File: src/rtl/smc_seq.sv
// smc_seq: streaming MOSFET evaluator. Computes Id or gm per device, insertion-sorts
// the values in descending order and emits a weighted sum of the K largest or smallest.
module smc_seq #(
  parameter int N_DEV = 6,
  parameter int K     = 3,
  parameter int DW    = 3,
  parameter int OUTW  = 10
) (
  input  logic            clk,
  input  logic            rst,
  input  logic            in_valid,
  output logic            in_ready,
  input  logic [1:0]      mode,
  input  logic [DW-1:0]   W,
  input  logic [DW-1:0]   V_GS,
  input  logic [DW-1:0]   V_DS,
  output logic            out_valid,
  output logic [OUTW-1:0] out_n
);
  localparam int VW = 3 * DW;
  localparam int PW = 3 * DW + 2;
  localparam int CW = $clog2(N_DEV + 1);

  typedef enum logic [1:0] {S_IDLE, S_LOAD, S_SUM, S_OUT} state_t;

  state_t          r_state;
  state_t          w_state_next;
  logic [CW-1:0]   r_cnt;
  logic [1:0]      r_mode;
  logic [VW-1:0]   r_arr [N_DEV];
  logic [OUTW-1:0] r_sum;

  logic            w_accept;
  logic            w_id_sel;
  logic            w_triode;
  logic [DW-1:0]   w_vov;
  logic [PW-1:0]   w_wx;
  logic [PW-1:0]   w_vx;
  logic [PW-1:0]   w_dx;
  logic [PW-1:0]   w_num;
  logic [VW-1:0]   w_val;
  logic [VW-1:0]   w_ins [N_DEV];
  logic [OUTW-1:0] w_term [K];
  logic [OUTW-1:0] w_sum;

  assign in_ready  = (r_state == S_IDLE) || (r_state == S_LOAD);
  assign out_valid = (r_state == S_OUT);
  assign out_n     = (r_state == S_OUT) ? r_sum : '0;
  assign w_accept  = in_valid && in_ready;

  // The first beat of a frame uses the live mode; later beats use the latched one.
  assign w_id_sel = (r_state == S_IDLE) ? mode[0] : r_mode[0];
  assign w_vov    = (V_GS == '0) ? '0 : V_GS - DW'(1);
  assign w_triode = w_vov > V_DS;
  assign w_wx     = PW'(W);
  assign w_vx     = PW'(w_vov);
  assign w_dx     = PW'(V_DS);

  always_comb begin
    w_num = '0;
    if (w_triode) begin
      w_num = w_id_sel ? w_wx * (PW'(2) * w_vx * w_dx - w_dx * w_dx)
                       : PW'(2) * w_wx * w_dx;
    end else begin
      w_num = w_id_sel ? w_wx * w_vx * w_vx
                       : PW'(2) * w_wx * w_vx;
    end
  end

  assign w_val = VW'(w_num / PW'(3));

  // Single-cycle insertion: ties keep existing entries ahead of the new value.
  genvar gi;
  generate
    for (gi = 0; gi < N_DEV; gi++) begin : g_ins
      if (gi == 0) begin : g_head
        assign w_ins[gi] = (r_arr[gi] >= w_val) ? r_arr[gi] : w_val;
      end else begin : g_body
        assign w_ins[gi] = (r_arr[gi] >= w_val)   ? r_arr[gi] :
                           (r_arr[gi-1] >= w_val) ? w_val     : r_arr[gi-1];
      end
    end

    for (gi = 0; gi < K; gi++) begin : g_term
      logic [VW-1:0] w_pick;
      assign w_pick     = r_mode[1] ? r_arr[gi] : r_arr[N_DEV-K+gi];
      assign w_term[gi] = OUTW'(w_pick) * (r_mode[0] ? OUTW'(3 + gi) : OUTW'(1));
    end
  endgenerate

  always_comb begin
    w_sum = '0;
    for (int i = 0; i < K; i++) begin
      w_sum = w_sum + w_term[i];
    end
  end

  always_ff @(posedge clk) begin
    if (rst) begin
      r_state <= S_IDLE;
    end else begin
      r_state <= w_state_next;
    end
  end

  always_comb begin
    w_state_next = r_state;
    case (r_state)
      S_IDLE:  if (w_accept) w_state_next = (N_DEV == 1) ? S_SUM : S_LOAD;
      S_LOAD:  if (w_accept && (r_cnt == CW'(N_DEV - 1))) w_state_next = S_SUM;
      S_SUM:   w_state_next = S_OUT;
      S_OUT:   w_state_next = S_IDLE;
      default: w_state_next = S_IDLE;
    endcase
  end

  always_ff @(posedge clk) begin
    if (rst) begin
      r_cnt  <= '0;
      r_mode <= '0;
      r_sum  <= '0;
      for (int i = 0; i < N_DEV; i++) r_arr[i] <= '0;
    end else begin
      case (r_state)
        S_IDLE, S_LOAD: begin
          if (w_accept) begin
            for (int i = 0; i < N_DEV; i++) r_arr[i] <= w_ins[i];
            r_cnt <= r_cnt + CW'(1);
            if (r_state == S_IDLE) r_mode <= mode;
          end
        end
        S_SUM: r_sum <= w_sum;
        S_OUT: begin
          r_cnt <= '0;
          for (int i = 0; i < N_DEV; i++) r_arr[i] <= '0;
        end
        default: r_cnt <= '0;
      endcase
    end
  end
endmodule

File: config.mk
export PLATFORM = sky130hd
export DESIGN_NAME = smc_seq
export DESIGN_NICKNAME = d
export VERILOG_FILES = /design/src/rtl/smc_seq.sv
export SDC_FILE = /design/constraint.sdc
export NUM_CORES = 1
export LEC_CHECK = 0
export CAP_MARGIN = 10
export CORE_MARGIN = 1.5
export CORE_UTILIZATION = 32
export DETAILED_ROUTE_END_ITERATION = 7
export MAX_ROUTING_LAYER = met4
export PLACE_DENSITY_LB_ADDON = 0.08
export SLEW_MARGIN = 10
export SYNTH_ARGS = -nofsm -noshare
export SYNTH_HDL_FRONTEND = slang
export SYNTH_SLANG_ARGS = --single-unit
File: constraint.sdc
create_clock -name clk -period 18.89 [get_ports clk]
set_clock_uncertainty 0.15 [all_clocks]
set_input_delay 3.778 -clock clk [delete_from_list [all_inputs] [get_ports clk]]
set_output_delay 3.778 -clock clk [all_outputs]
set_load 0.01 [all_outputs]
# Word level (Yosys, flattened, before mapping)
# Memory sizes are Yosys's and may differ from the RTL's.
# Index checks and enable logic that the tools add are counted.
# op_classes
n_addsub,5
mul,10
div,1
n_lt_le_gt_ge,7
eq_ne,7
muxes,49
bitwise_logic,12
n_reduce_logical,10
# ops
op,n
9-bit 2-to-1 mux,27
9-bit >= comparator,6
3-bit by 3-bit multiplier with 6-bit output,5
11-bit 2-to-1 mux,2
10-bit adder,2
9-bit by 3-bit multiplier with 10-bit output,2
3-bit 2-to-1 mux,4
1-bit bitwise OR,12
"11-bit by 2-bit divider with 11-bit output, second input constant",1
4-bit by 8-bit multiplier with 11-bit output,1
9-bit by 2-bit multiplier with 10-bit output,1
1-bit 2-to-1 mux,10
10-bit 2-to-1 mux,1
6-bit by 3-bit multiplier with 9-bit output,1
2-bit one-hot mux with 4 select lines,1
7-bit by 6-bit subtractor with 8-bit output,1
2-bit 2-to-1 mux,3
3-bit one-hot mux with 2 select lines,1
"2-bit == test, second input constant",2
"2-bit != test, second input constant",2
2-bit AND reduction,2
"3-bit by 1-bit adder with 3-bit output, second input constant",1
"3-bit == test, second input constant",1
3-bit > comparator,1
10 further kinds,11
# word_totals
regBits,17
ramBits,54
input_bits,14
output_inout_bits,12
word_cells,106
mem_count,1
# memory_table
memory,words,width,read_ports,rd_clocked_by_memory_dff,wr,line_no,source
r_arr,6,9,6,0,6,30,logic [VW-1:0] r_arr [N_DEV];

# Longest topological paths before layout
# logic_depth
ltp_word,13
mapped_depth,59

# Worst setup path after synthesis
# Ideal clock, no wire load.
# synth_timing
path_kind,input to register
startpoint,input V_GS[0]
endpoint,"memory r_arr[0][0] in the netlist's numbering, enable pin"
setup_ns,0.387
arrival_time_ns,14.742
t_required_ns,18.353
setup_slack_ns,3.610
path_stages,55
path_cell_list,nor2_1 ha_1 nor2_1 clkbuf_1 nand2_1 fa_1 inv_1 ha_1 fa_1 ha_1 ha_1 o21a_1 nor2_1 nor2_1 xnor2_1 and2_1 ha_1 inv_1 [... 19 more ...] or3_4 a31oi_4 inv_2 ha_1 nand2b_1 a21o_1 a21o_1 a21oi_1 nor2b_1 o21ai_0 nand2b_1 a21oi_1 nor2b_1 o21ai_0 nand2b_1 clkbuf_1 buf_1 o21ai_0
# synth_lines
element,line_no,source
from (decl),15,"input logic [DW-1:0] V_GS,"
to (decl),30,

==> results.cfg <==
[clock_tree]
cts_tree = built
ctsLongestPathBuffers = 2
path_clk_slew_ns = 0.07
post_cts_buffers = 0
htreeDepth = 3
cts_resized = 0
cts-buffers-inserted = 9
ctsHoldBuffers = 0
cts_root_buf = clkbuf_16
cts_num_sinks = 71
clock_latency_ns = 0.36

[synth]
syn-mean-instance-area_um2 = 8.85
yosysMostFrequentCell = ha_1
ys_warn_count = 0
ys_seq_area_share_pct = 20.8
ys_types = 75
yosysTopAreaCell = ha_1
async_reset_ff_share_pct = 0
synth_area_leaders = ha_1 19%, edfxtp_1 17%, fa_1 10%, inv_1 4.5%, mux2i_1 4.1%
synth_ff_type = edfxtp_1
synth_edf_count = 54
syn_area_um2 = 9430
ys_ff_latch = 71
synthCells = 1065
synth_common_cells = 143 x ha_1, 114 x inv_1, 94 x nor2_1
synth_top_area_share_pct = 19.0

[sta]
tightest_slew_ns = 1.04
holdWs_ns = 0.336
slew_violations = 0
finalSetupTns_ns = 0
hold_violations = 0
clock.fmax_mhz = 59.1
setup_viol = 0
max_slew_margin_pct = 30.9
rsz0062_at_grt = false
timing.final.crit_share_pct = 89.6
period_needed_ns = 16.93

[global_route]
grt_usage_pct = 17.1
grt_max_degree = 45
antenna_found_initial = 0
grt_pass1_wl_mm = 39.9
grt_remaining_overflow = 0
grt_pass1_vias = 7149

[floorplan]
rows = 62
io_pins = 26
initial_core_util_pct = 32.7
die-area_um2 = 30500
die_w_um = 175
die_h_um = 175
coreArea_um2 = 28900

[routing]
ant_nets = 0
routed_wl_mm = 24.0
vias = 7249
drc = 0
drtIter0Drc = 389
wire_per_inst_um = 16.4
dr.pass1.iters = 4
routed_via_density = 4.94

[cells_and_area]
syn2layout_area_growth_pct = 10.6
drive_gt1_share_pct = 8.30
finalInstanceArea_um2 = 10400
fin_nets = 1283
diodes = 0
num-fill-cells = 2961

[worst_setup_path]
cp-end-kind = flop
cp.arrival_ns = 16.84
crit_fanout = 17
cp-start-kind = input port
crit_top_cell = ha_1
critPathKind = in -> reg
slowest_delay_ns = 0.74
required_ns = 18.80
cp_slowest_cell = o21ai_0

[place]
gp_congestion = 0.792
dp_hpwl_mm = 18.8
place_area_um2 = 10100
io_buffers = 25

[worst_hold_path]
hold_class = reg -> reg

[status]
status = finished clean

[flow_run]
maxCapViolations = 0
==> metal layers <==
metal  vias up  part of all wire, %  global-route usage [%]
met5         -                    0                       -
met4         0                 0.82                    3.42
met3        11                  2.5                    1.94
met2        95                   41                    24.8
met1      3429                   55                    25.5
li1       3714                    -                       -
==> layout by cell type, fill, tap and decap left out, types with 6 or more instances in the layout <==
master	synthesis	routed
a211oi_1	31	31
a21o_1	24	24
a21oi_1	46	46
a21oi_2	6	6
and2_1	56	56
and3_1	6	6
buf_4	1	14
clkbuf_16	0	9
clkdlybuf4s50_1	0	25
conb_1	1	6
dfxtp_1	17	17
edfxtp_1	54	54
fa_1	47	47
ha_1	143	143
inv_1	114	114
mux2_2	18	18
mux2i_1	39	39
nand2_1	73	73
nand2b_1	25	25
nand3_1	16	15
nor2_1	94	94
nor2b_1	20	20
nor3_1	12	12
o211ai_1	6	6
o21ai_0	45	45
o21ai_1	6	6
o22ai_1	6	6
o31ai_1	7	7
xnor2_1	23	23
xor2_1	10	10
==> final cells by class <==
type                    instances  area (um2)  area share (%)
clock buffers                   9         225            2.16
clock inverters                 7        80.1           0.768
inverters                     119         447            4.28
multi-input cells             838        6870            65.9
flip-flops and latches         71        1960            18.8
well taps                     384         480            4.61
repair buffers                 40         360            3.46
==> stage by stage <==
| step | util (%) | worst slack (ns) | std cells |
|---|---|---|---|
| floorplan | - | 3.61 | 1070 |
| global placement | 35.1 | 1.61 | 1451 |
| detailed placement | 35.1 | 1.52 | 1451 |
| CTS | 36.1 | 1.90 | 1467 |
| global route | 36.1 | 0.824 | 1468 |
| finish | 36.1 | 1.96 | 1468 |
==> sequential cells by signal (all words and copies together) (netlist names) <==
signal,cells
r_mode,2
r_state,2
r_sum,10
r_cnt,3
r_arr,54
==> worst paths after layout <==
kind | from | to | slack, ns | cells after the start
setup / recovery | V_GS[0] | r_arr[3][0]$_SDFFCE_PP0P_ | 1.96 | 53
hold / removal | r_sum[4]$_SDFFE_PP0P_ | r_sum[4]$_SDFFE_PP0P_ | 0.34 | 2
setup reg to reg | r_mode[0]$_SDFFE_PP0P_ | r_arr[3][0]$_SDFFCE_PP0P_ | 9.59 | 31
hold reg to reg | r_sum[4]$_SDFFE_PP0P_ | r_sum[4]$_SDFFE_PP0P_ | 0.34 | 2
==> worst max-delay path: cells and delay by family <==
family	cells	cell delay [ns]
and+or+nand+nor	20	4.71
adders and majority gates	11	3.69
AOI/OAI and AO/OA	14	3.15
buffers and inverters	6	1.07
xor gates and xnor gates	2	0.37
==> kinds of logic (layout without fill, tap and decap cells) <==
kind of cell | Yosys count | in the layout | share of synthesized area, %
xor gates and xnor gates | 33 | 33 | 3.07
and+or+nand+nor | 335 | 335 | 18.0
muxes | 60 | 60 | 6.84
DFF | 71 | 71 | 20.8
buffers and inverters | 161 | 175 | 6.54
other | 1 | 6 | 0.0398
adders and majority gates | 190 | 190 | 29.0
AOI/OAI and AO/OA | 214 | 214 | 15.7
Power is left out: the tool's default activity adds up to more than one toggle a clock period on the data nets, which glitch-free logic cannot reach.
